[config.mk]
export PLATFORM = sky130hd
export DESIGN_NAME = serial_subtractor
export DESIGN_NICKNAME = d
export VERILOG_FILES = /design/src/rtl/serial_subtractor.sv
export SDC_FILE = /design/constraint.sdc
export NUM_CORES = 1
export LEC_CHECK = 0
export ABC_AREA = 1
export CORE_ASPECT_RATIO = 0.6
export CORE_MARGIN = 1
export CORE_UTILIZATION = 59
export CTS_CLUSTER_DIAMETER = 30
export DETAILED_ROUTE_END_ITERATION = 6
export DONT_BUFFER_PORTS = 1
export GPL_TIMING_DRIVEN = 0
export PLACE_DENSITY_LB_ADDON = 0.3
export SLEW_MARGIN = 15
export SYNTH_ARGS = -nofsm -noshare
export SYNTH_HDL_FRONTEND = slang
export SYNTH_SLANG_ARGS = --single-unit
[constraint.sdc]
create_clock -name clk -period 2.29 [get_ports clk]
set_clock_uncertainty 0.1 [all_clocks]
set_input_delay 0.458 -clock clk [delete_from_list [all_inputs] [get_ports clk]]
set_output_delay 0.458 -clock clk [all_outputs]
set_load 0.1 [all_outputs]
[src/rtl/serial_subtractor.sv]
// Bit-serial subtractor: diff = a - b - bin, one bit per clock, LSB first,
// using a single full-subtractor cell and a registered borrow.
module serial_subtractor #(
  parameter int unsigned WIDTH = 8
) (
  input  logic             clk,
  input  logic             rst,
  input  logic             start,
  input  logic [WIDTH-1:0] a,
  input  logic [WIDTH-1:0] b,
  input  logic             bin,
  output logic             busy,
  output logic             done,
  output logic [WIDTH-1:0] diff,
  output logic             bout
);

  localparam int unsigned CW = $clog2(WIDTH + 1);

  typedef enum logic [1:0] {
    IDLE,
    SHIFT,
    DONE
  } state_t;

  state_t           state_q, state_d;
  logic [WIDTH-1:0] a_q, a_d;
  logic [WIDTH-1:0] b_q, b_d;
  logic [WIDTH-1:0] res_q, res_d;
  logic             br_q, br_d;
  logic [CW-1:0]    cnt_q, cnt_d;
  logic [WIDTH-1:0] diff_q, diff_d;
  logic             bout_q, bout_d;

  // State and datapath registers, cleared asynchronously
  always_ff @(posedge clk or posedge rst) begin
    if (rst) begin
      state_q <= IDLE;
      a_q     <= '0;
      b_q     <= '0;
      res_q   <= '0;
      br_q    <= 1'b0;
      cnt_q   <= '0;
      diff_q  <= '0;
      bout_q  <= 1'b0;
    end else begin
      state_q <= state_d;
      a_q     <= a_d;
      b_q     <= b_d;
      res_q   <= res_d;
      br_q    <= br_d;
      cnt_q   <= cnt_d;
      diff_q  <= diff_d;
      bout_q  <= bout_d;
    end
  end

  // Next-state logic and the one-bit full-subtractor cell
  always_comb begin
    logic d_bit;
    logic br_nxt;
    state_d = state_q;
    a_d     = a_q;
    b_d     = b_q;
    res_d   = res_q;
    br_d    = br_q;
    cnt_d   = cnt_q;
    diff_d  = diff_q;
    bout_d  = bout_q;
    d_bit   = a_q[0] ^ b_q[0] ^ br_q;
    br_nxt  = (~a_q[0] & b_q[0]) | (~(a_q[0] ^ b_q[0]) & br_q);
    case (state_q)
      IDLE, DONE: begin
        if (start) begin
          a_d     = a;
          b_d     = b;
          br_d    = bin;
          cnt_d   = '0;
          state_d = SHIFT;
        end else if (state_q == DONE) begin
          state_d = IDLE;
        end
      end
      SHIFT: begin
        // shift-then-insert form keeps WIDTH=1 legal (no empty slice)
        res_d          = res_q >> 1;
        res_d[WIDTH-1] = d_bit;
        a_d            = a_q >> 1;
        b_d            = b_q >> 1;
        br_d           = br_nxt;
        cnt_d          = cnt_q + 1'b1;
        if (cnt_q == CW'(WIDTH - 1)) begin
          diff_d  = res_d;
          bout_d  = br_nxt;
          state_d = DONE;
        end
      end
      default: state_d = IDLE;
    endcase
  end

  assign busy = (state_q == SHIFT);
  assign done = (state_q == DONE);
  assign diff = diff_q;
  assign bout = bout_q;

endmodule
* Word-level counts from Yosys, hierarchy flattened
Cells that the tools add are included.
Widths: inputs -> output; s select.
** Storage, ports and cells
- Memories kept :: 0
- Bits in registers :: 40
- RAM bits :: 0
- Bits of input ports :: 20
- Latch bits :: 0
- Bits in read-only memories :: 0
** Cells by class
- Multiply operators :: 0
- Multiplexer cells :: 12
- Reductions and logical operators :: 6
- Eq/ne operators :: 6
- $add $sub $neg :: 1
- Bitwise operators :: 7
- $lt $le $gt $ge :: 0
- Divide/modulo/power cells :: 0
- Shift operators :: 0
** Operator list (number)
- $pmux 8 s2 :: 2
- $mux 8 :: 2
- $pmux 4 s2 :: 1
- $mux 2 :: 3
- $reduce_and 2->1 :: 3
- $add 4x1->4 const B :: 1
- $eq 4x3->1 const B :: 1
- $mux 4 :: 1
- $pmux 2 s2 :: 1
- $ne 3x3->1 const B :: 1
- $and 1x1->1 :: 2
- $eq 2x1->1 const B :: 1
- $eq 2x2->1 const B :: 1
- $logic_not 2->1 :: 1
- $ne 2x1->1 const B :: 1
- $ne 2x2->1 const B :: 1
- $not 1->1 :: 2
- $pmux 1 s2 :: 1
- $reduce_bool 2->1 :: 1
- $reduce_or 2->1 :: 1
- $xor 1x1->1 :: 2
- $mux 1 :: 1
- $or 1x1->1 :: 1

* Longest topological paths before layout
- Depth after elaboration :: 5
- Gate-level depth with buffers :: 7

* Least setup slack after synthesis
OpenSTA, ideal clock, no wires.
- Path type :: flip-flop to output port
- Start point :: register state_q[1]
- End point :: output done
- Stages on the path, launching flop included :: 3
- Data required time :: 1.732 ns
- Slack :: 0.039 ns
- Data arrival time :: 1.693 ns
- Cell sequence :: dfrtp_1 -> inv_1 -> nor2_1
** On the way
- Cells in the longest elaborated chain, start to end :: 1
** Ends and longest elaborated chain
- start: declaration :: line 26 : state_t state_q, state_d;
- start signal: assignment :: line 47 : state_q <= state_d;
- $eq 2x2->1 :: line 103 : assign done = (state_q == DONE);
- end: declaration :: line 13 : output logic done,
Every way passes these cells.

* Worst setup path after layout
- Start point :: register state_q[0]
- End point :: output done
The elaborated chain is that of the path after synthesis.

==> results.md <==
* Post-route clock period utilization at approximately 94%
* CTS tree: yes
* Status: finished, final reports clean
* Worst-path clk slew at 70 ps
* Hold Fails Final Rpt at 0
* Drt drc at 0
* Highest-count cells in the layout ignoring fill and taps: nand2_1 (136), dfrtp_1 (39), inv_1 (23)
* CP top delay family: simple AND/OR/NAND/NOR gates
* HP Class: input pin to flip-flop
* Synthesized instance count at 225
* Share of layout cells above drive strength 1 at 9.36%
* Diodes inserted at 0
* Finish-stage setup viols at 0
* Required @ worst endpoint at about 1700 ps
* CP Class: flip-flop to primary output
* Final instance area at around 1900 µm²
* Levels on crit path at 1
* Final WL at between 3000 and 4000 µm
* Vias per cell at about 4.9
* Placed Area at between 1500 and 2000 µm²
* IO Port Bufs at 0
* Die ar. at between 3000 and 4000 µm²
* WP buf/inv at 0
* Post-layout util at 73.0%
* Num rows at 14
* Syn avg cell area at 7.80 µm²
* Commonest non-fill, non-tap cell in the layout: nand2_1
* Clock Sinks at 39
* Worst Path Max Fanout at 4
* Routed Antenna Nets at 0
* Tot GR Track Use at between 20% and 30%
* RSZ-0062 raised after global routing: false
* Via count at approximately 1300
* First-pass GRT wire length at between 5000 and 6000 µm
* Max-Cap Viols at 0
* Drt wl/cell at about 12 µm
* FMAX at approximately 460 MHz
* DR pass1 iterations at 4
* Critical Path End Type: primary output
* Synthesized area at 1750 µm²
* CP Launch Type: flip-flop
* Setup total negative slack at 0 ps
* DIE WIDTH at 72.4 µm
* CP cell instances: nor2_2
* Crit-path slowest cell: nor2_2
* Arrival time at the worst endpoint at around 1600 ps
* Reg2Reg Depth at 5
* Grt ovf at 0
* Core box area at between 2000 and 3000 µm²
* Clk_lat worst skew at roughly 290 ps
* GP Congestion at 0.801
* Finished Layout Cells at 275
* Worst rel slew slack at roughly 28%
* Vias in the first global route at about 1300
* CTS root buffer: clkbuf_8
* Synth warn at 0
* Total CTS buffers at 5
* CTS max path bufs at 2
* Hold Crit Depth at 2
* Initial antenna violation count at 0
* Final Slew Violations at 0
* Setup bufs post-CTS at 0
* Final nets at 256
* Tmin final at approximately 2200 ps
* Die H at ~44 µm
* Worst slew pin tran at 1080 ps
* Yosys cell types at 17
* Initial Util at ~66%
* Pin count of the biggest net entering global routing at 21
* Initial drt markers at 119
* H-tree depth at 2
* Sequential cell area fraction in the yosys report at a little under three fifths
* #FFs+latches synth at 39
* Post-DP HPWL at roughly 2400 µm
* Layout Area Growth over Synthesis at 10.8%
* Syn Nets at between 200 and 250
* Critical Path Max Stage Delay at roughly 860 ps
* Cells after DPL at 266
* IO Count at 31
Yosys cell counts:
library cell  count  area [µm²]
or2_2             1        6.26
ha_1              1        12.5
nand2_1         136         510
nand4_1           1        6.26
dfrtp_1          39         976
nor2_1            3        11.3
nor2_4            1        11.3
nand3_1           4        20.0
buf_6             1        11.3
o21ai_0           3        15.0
buf_4             4        30.0
nor2_2            2        12.5
fa_1              1        20.0
inv_1            24        90.1
inv_2             1        3.75
a21oi_1           1        5.00
nand2_2           2        12.5
routing by layer:
layer  global-route usage, %  routed length, µm  vias to the layer above  part of all wire, %
met5                       0                  0                        -                    0
li1                        -                  -                      681                    -
met3                    9.79                214                        4                  6.4
met2                    35.3               1410                       36                   42
met1                    34.8               1710                      621                   51
met4                    7.45                 10                        0                 0.30
final timing paths:
path	from	slack, ps	endpoint
min in group asynchronous	rst	530	b_q[7]
worst min-delay path	b[7]	180	b_q[7]
worst max-delay path	state_q[0]	130	done
max in group asynchronous	rst	1100	state_q[1]
worst min register to register	res_q[1]	370	diff[0]
worst max register to register	state_q[0]	720	res_q[7]
sequential cells by signal (all words and copies together), names as in the netlist:
signal,flops
a_q,8
state_q,2
diff,8
res_q,7
b_q,8
bout,1
cnt_q,4
br_q,1
through the flow:
step                      hold WS, ps  setup WS (ps)
after global routing              187           96.2
after global placement            353          -8.86
after floorplan                   342           39.0
after detailed placement          282            457
after CTS                         176            127
final                             180            131
final cells by class:
class                      instances  area (µm²)
buffer                             5        41.3
inverter                          25        93.8
multi-input combinational        156         646
fill                             221         718
tap                               40        50.0
clock buffer                       8         100
timing repair buffer               2        37.5
sequential                        39         976
repair_timing:
item | in CTS | in global routing
resized for setup | 0 | 0
endpoints found under the hold margin | 19 | 0
hold buffers | 1 | 0
cell families after synthesis:
kind of cell / after synthesis / share of synthesized area (%)
AO/OA/AOI/OAI: 4 / 1.14
buffers and inverters: 30 / 7.70
AND/OR/NAND/NOR: 150 / 33.7
flip-flops: 39 / 55.6
adder cells (fa/ha/maj): 2 / 1.85
Power is not shown: default switching activity piles up to over one toggle a cycle in this logic, so the estimate is an artifact.
